**src/rtl/latch_write_arbiter.sv**
```systemverilog
// latch_write_arbiter
// Shares one level-sensitive latch (enable + data) among N_REQ requesters.
// A winner is chosen in IDLE, its data is presented on lat_d for a setup
// cycle, lat_en is opened for EN_CYCLES cycles, then closed for a hold cycle
// during which the winner receives a one-cycle gnt pulse.
// Optional build macro: LATCH_ARB_FIXED_PRIO_EN selects fixed priority
// (lowest index wins) instead of round-robin; timing is identical.
// All outputs are registered so lat_en is glitch-free and never moves in
// the same cycle as lat_d.
module latch_write_arbiter #(
    parameter int N_REQ     = 4,
    parameter int DW        = 8,
    parameter int EN_CYCLES = 2
) (
    input  logic                clk,
    input  logic                rst_n,
    input  logic [N_REQ-1:0]    req,
    input  logic [N_REQ*DW-1:0] wdata,
    output logic [N_REQ-1:0]    gnt,
    output logic [DW-1:0]       lat_d,
    output logic                lat_en,
    output logic                busy
);

    localparam int IW = (N_REQ > 1) ? $clog2(N_REQ) : 1;
    localparam int CW = (EN_CYCLES > 0) ? $clog2(EN_CYCLES + 1) : 1;

    typedef enum logic [1:0] {
        IDLE  = 2'd0,
        SETUP = 2'd1,
        OPEN  = 2'd2,
        CLOSE = 2'd3
    } state_t;

    state_t           state_q,  state_d;
    logic [CW-1:0]    cnt_q,    cnt_d;
    logic [IW-1:0]    winner_q, winner_d;
    logic [DW-1:0]    lat_d_q,  lat_d_d;
    logic             lat_en_q, lat_en_d;
    logic [N_REQ-1:0] gnt_q,    gnt_d;
    logic             busy_q,   busy_d;

`ifndef LATCH_ARB_FIXED_PRIO_EN
    logic [IW-1:0]    ptr_q,    ptr_d;
`endif

    // Arbitration result for the current req vector
    logic             found;
    logic [IW-1:0]    win_idx;
    logic [IW-1:0]    scan_idx;
    logic [31:0]      scan_base;

    // Search for the first set req bit starting at the scan base, wrapping
    always_comb begin
        found    = 1'b0;
        win_idx  = '0;
        scan_idx = '0;
`ifdef LATCH_ARB_FIXED_PRIO_EN
        scan_base = '0;
`else
        scan_base = 32'(ptr_q);
`endif
        for (int unsigned i = 0; i < N_REQ; i++) begin
            scan_idx = IW'((scan_base + i) % N_REQ);
            if (!found && req[scan_idx]) begin
                found   = 1'b1;
                win_idx = scan_idx;
            end
        end
    end

    // Next-state logic and registered-output decode
    always_comb begin
        state_d  = state_q;
        cnt_d    = cnt_q;
        winner_d = winner_q;
        lat_d_d  = lat_d_q;
`ifndef LATCH_ARB_FIXED_PRIO_EN
        ptr_d    = ptr_q;
`endif
        lat_en_d = 1'b0;
        gnt_d    = '0;
        busy_d   = 1'b0;

        case (state_q)
            IDLE: begin
                if (found) begin
                    winner_d = win_idx;
                    lat_d_d  = wdata[win_idx*DW +: DW];
                    state_d  = SETUP;
                end
            end
            SETUP: begin
                cnt_d   = '0;
                state_d = OPEN;
            end
            OPEN: begin
                if (cnt_q == CW'(EN_CYCLES - 1)) begin
                    cnt_d   = '0;
                    state_d = CLOSE;
                end else begin
                    cnt_d = cnt_q + 1'b1;
                end
            end
            CLOSE: begin
`ifndef LATCH_ARB_FIXED_PRIO_EN
                if (winner_q == IW'(N_REQ - 1)) begin
                    ptr_d = '0;
                end else begin
                    ptr_d = winner_q + 1'b1;
                end
`endif
                state_d = IDLE;
            end
            default: begin
                state_d = IDLE;
            end
        endcase

        // Outputs are decoded from the next state and registered
        lat_en_d = (state_d == OPEN);
        busy_d   = (state_d != IDLE);
        if (state_d == CLOSE) begin
            gnt_d[winner_d] = 1'b1;
        end
    end

    // State and output registers with synchronous active-low reset
    always_ff @(posedge clk) begin
        if (!rst_n) begin
            state_q  <= IDLE;
            cnt_q    <= '0;
            winner_q <= '0;
            lat_d_q  <= '0;
            lat_en_q <= 1'b0;
            gnt_q    <= '0;
            busy_q   <= 1'b0;
`ifndef LATCH_ARB_FIXED_PRIO_EN
            ptr_q    <= '0;
`endif
        end else begin
            state_q  <= state_d;
            cnt_q    <= cnt_d;
            winner_q <= winner_d;
            lat_d_q  <= lat_d_d;
            lat_en_q <= lat_en_d;
            gnt_q    <= gnt_d;
            busy_q   <= busy_d;
`ifndef LATCH_ARB_FIXED_PRIO_EN
            ptr_q    <= ptr_d;
`endif
        end
    end

    assign gnt    = gnt_q;
    assign lat_d  = lat_d_q;
    assign lat_en = lat_en_q;
    assign busy   = busy_q;

endmodule
```
**config.mk**
```make
export PLATFORM = sky130hd
export DESIGN_NAME = latch_write_arbiter
export DESIGN_NICKNAME = d
export VERILOG_FILES = /design/src/rtl/latch_write_arbiter.sv
export SDC_FILE = /design/constraint.sdc
export NUM_CORES = 1
export LEC_CHECK = 0
export ABC_CLOCK_PERIOD_IN_PS = 1800
export BUFFER_PORTS_ARGS = -buffer_cell sky130_fd_sc_hd__buf_2
export CORE_UTILIZATION = 45
export DETAILED_ROUTE_END_ITERATION = 8
export GPL_ROUTABILITY_DRIVEN = 0
export PLACE_DENSITY = 0.77
export SYNTH_ARGS = -nofsm -noshare
export SYNTH_HDL_FRONTEND = slang
export SYNTH_SLANG_ARGS = --single-unit
export TNS_END_PERCENT = 100
```
**constraint.sdc**
```tcl
create_clock -name clk -period 1.8 [get_ports clk]
set_input_delay 0.09 -clock clk [delete_from_list [all_inputs] [get_ports clk]]
set_output_delay 0.09 -clock clk [all_outputs]
set_load 0.1 [all_outputs]
```
==> impl_metrics.ini <==
[run_status]
outcome = completed

[synthesis]
synth_top_cells_by_area = dfxtp_1 (39%), mux2i_1 (18%), o221ai_1 (6.2%)
netlist_area_um2 = 1130
yosysSeqAreaShare = 0.391
ys.flop_type = dfxtp_1
synthArstFlopShare = 0
ys_ff_latch = 22
yosys.area.top_type_share = 0.391
syn_inst = 115
synth_area_leader_cell = dfxtp_1
yosysUniqueCellTypes = 27
syn_nets = 158
syn_area_per_cell_um2 = 9.80
synth_edf_count = 0
ys_warn_count = 0

[sta]
rsz0062_at_grt = no
period_share = 0.909
setup_violations = 0
maxSlewHeadroom = 0.674
worstMarginPinSlew_ns = 0.493
fin_skew_ns = 0.00319
report.final.slew_viol_count = 0
hold_slack_ns = 0.0648
period_needed_ns = 1.64
fmax_mhz = 611
setup_ws_ns = 0.164
final-hold-violation-count = 0
tns_ns = 0

[clock_network]
clock_sinks = 22
clk_latency_ns = 0.30
hold_buffers = 0
clk_path_buf_depth = 2
cts_made_buffers = 3
postCtsSetupBuffers = 0
cts_max_level = 1
clk_pin_slew_ns = 0.12
cts_tree = yes
cts_root_buf = clkbuf_4

[floorplanning]
core_area_um2 = 2280
fp-row-count = 17
start_util = 0.495
die-area_um2 = 2710
chipHeight_um = 52.1
ios = 52
die_width_um = 52.1

[critical_path]
cp-start-kind = flop
slowest_stage = dfxtp_1
startpoint = ptr_q[0]
end_kind = flop
slowest_delay_ns = 0.39
crit_end = lat_d[7]
crit_chain = and2b_1 -> o21a_1 -> nor3_1 -> nand3_2 -> o221ai_1
critPathMaxFanout = 8
timing.rr.end = lat_d[7]
worstPathRequired_ns = 2.03
reg2reg_depth = 5
critPathKind = flop to flop
arrival_ns = 1.87
r2r-start = ptr_q[0]
regToRegSetupSlack_ns = 0.16

[cells_and_area]
drive_above_1_share = 0.373
antenna_cells = 0
postLayoutCellArea_um2 = 1470
final_util = 0.645
nets = 213
area_growth_pct = 30.3

[power]
power.leakage_nw = 0.682
ir_drop_mv = 1.45
pwr_density_cell_nw_per_um2 = 1720

[routing]
ant_nets = 0
vias_per_cell = 5.33
num_vias = 1050
drt_iter0_markers = 5
wl_per_cell_um = 13.3
drt-pass1-iter-count = 4
wirelength_mm = 2.62
drc = 0

[global_routing]
grt_max_degree = 19
grt_antenna_before_repair = 0
grt_pass1_wl_mm = 4.01
grt.overflow.total = 0
grt_pass1_vias = 964
grt_usage = 0.200

[placed_design]
preCtsSetupSlack_ns = 0.164
place.port_buffers = 51
dp_hpwl_mm = 2.02
dpl_cell_area_um2 = 1400

[job]
max_cap_violations = 0

[min_path]
hold_path_class = input port to flop
[cell usage in the layout (no fill, tap or decap)]
cell / Yosys / layout
inv_1: 5 / 5
o41ai_4: 1 / 1
clkbuf_4: 0 / 3
and2b_1: 1 / 1
a21oi_1: 4 / 4
nor3_1: 2 / 2
and2_1: 4 / 4
and2_0: 1 / 1
o32a_1: 1 / 1
buf_2: 0 / 51
mux2_2: 1 / 1
or3_1: 1 / 1
buf_4: 0 / 2
nand2b_1: 2 / 2
bufinv_16: 0 / 1
o221ai_1: 8 / 8
nor2_1: 13 / 13
a31oi_2: 0 / 1
nor2b_1: 2 / 2
nand3b_1: 1 / 1
nand3_2: 0 / 1
mux2i_1: 20 / 20
o41ai_2: 0 / 1
nand3_1: 2 / 1
nand2_1: 11 / 11
o21a_1: 1 / 1
o31ai_2: 1 / 1
ha_1: 5 / 5
dfxtp_1: 22 / 22
o41ai_1: 2 / 1
[synth_stat cells (all sizes together) (2+ instances only)]
master,count
and2,5
nand3,2
mux2i,20
ha,5
o221ai,8
nor2b,2
nor2,13
o41ai,3
nand2b,2
nand2,11
nor3,2
inv,5
a21oi,4
dfxtp,22
buf,2
[worst max-delay path, delay by kind of cell (launching register included)]
kind | cells | cell delay (ns)
flops | 1 | 0.39
compound gates | 2 | 0.45
simple gates | 3 | 0.72
[per-stage QoR]
| stage | total power [mW] | cells |
|---|---|---|
| after detailed placement | 2.13 | 193 |
| after global routing | 2.66 | 197 |
| after global placement | 2.10 | 193 |
| after floorplan | 1.89 | 115 |
| final | 2.52 | 197 |
| after CTS | 2.51 | 197 |
[worst min path at each step]
stage / startpoint / endpoint / slack, ns / cells after the start
3_5_place_dp: rst_n / cnt_q[1] / 0.39 / 3
3_3_place_gp: rst_n / cnt_q[1] / 0.38 / 3
6_report: rst_n / cnt_q[1] / 0.06 / 3
4_1_cts: rst_n / cnt_q[1] / 0.05 / 3
5_1_grt: rst_n / cnt_q[1] / 0.08 / 3
2_1_floorplan: rst_n / cnt_q[0] / 0.21 / 1
[routing by layer]
layer / global-route usage / wire, um
met1: 0.223 / 1120
met2: 0.359 / 1320
met3: 0.0351 / 134
met4: 0.0991 / 51
met5: 0 / 0
[cell families (layout without fill, tap and decap cells)]
logic type               after synthesis  in the layout  share of synthesized area
AO/OA/AOI/OAI                         19             19                      0.152
adder cells (fa/ha/maj)                5              5                     0.0555
buffers and inverters                  8             62                     0.0477
flip-flops                            22             22                      0.391
multiplexers                          21             21                      0.188
AND/OR/NAND/NOR                       40             40                      0.166
[power by group]
group	internal, mW	switching (mW)
clock	0.225	0.148
sequential	0.624	0.0639
combinational	0.364	1.10
total	1.21	1.31
[repair_timing]
action / in CTS / in global routing
resized for setup: 0 / 3
endpoints found under the hold margin: 0 / 0
setup endpoints to repair: 0 / 10
[flip-flops by register name, indices dropped and copies added (netlist names)]
name and cells:
lat_en 1, ptr_q 2, lat_d 8, busy 1
gnt 4, state_q 2, cnt_q 2, winner_q 2
[area by class of cell]
cell class                 instances  area (um2)
multi-input combinational         85         652
timing repair buffer              53         270
fill                             175         807
inverter                           5        18.8
tap                               28        35.0
clock inverter                     1        30.0
clock buffer                       3        22.5
sequential                        22         440
Power figures use the tool's default switching activity.
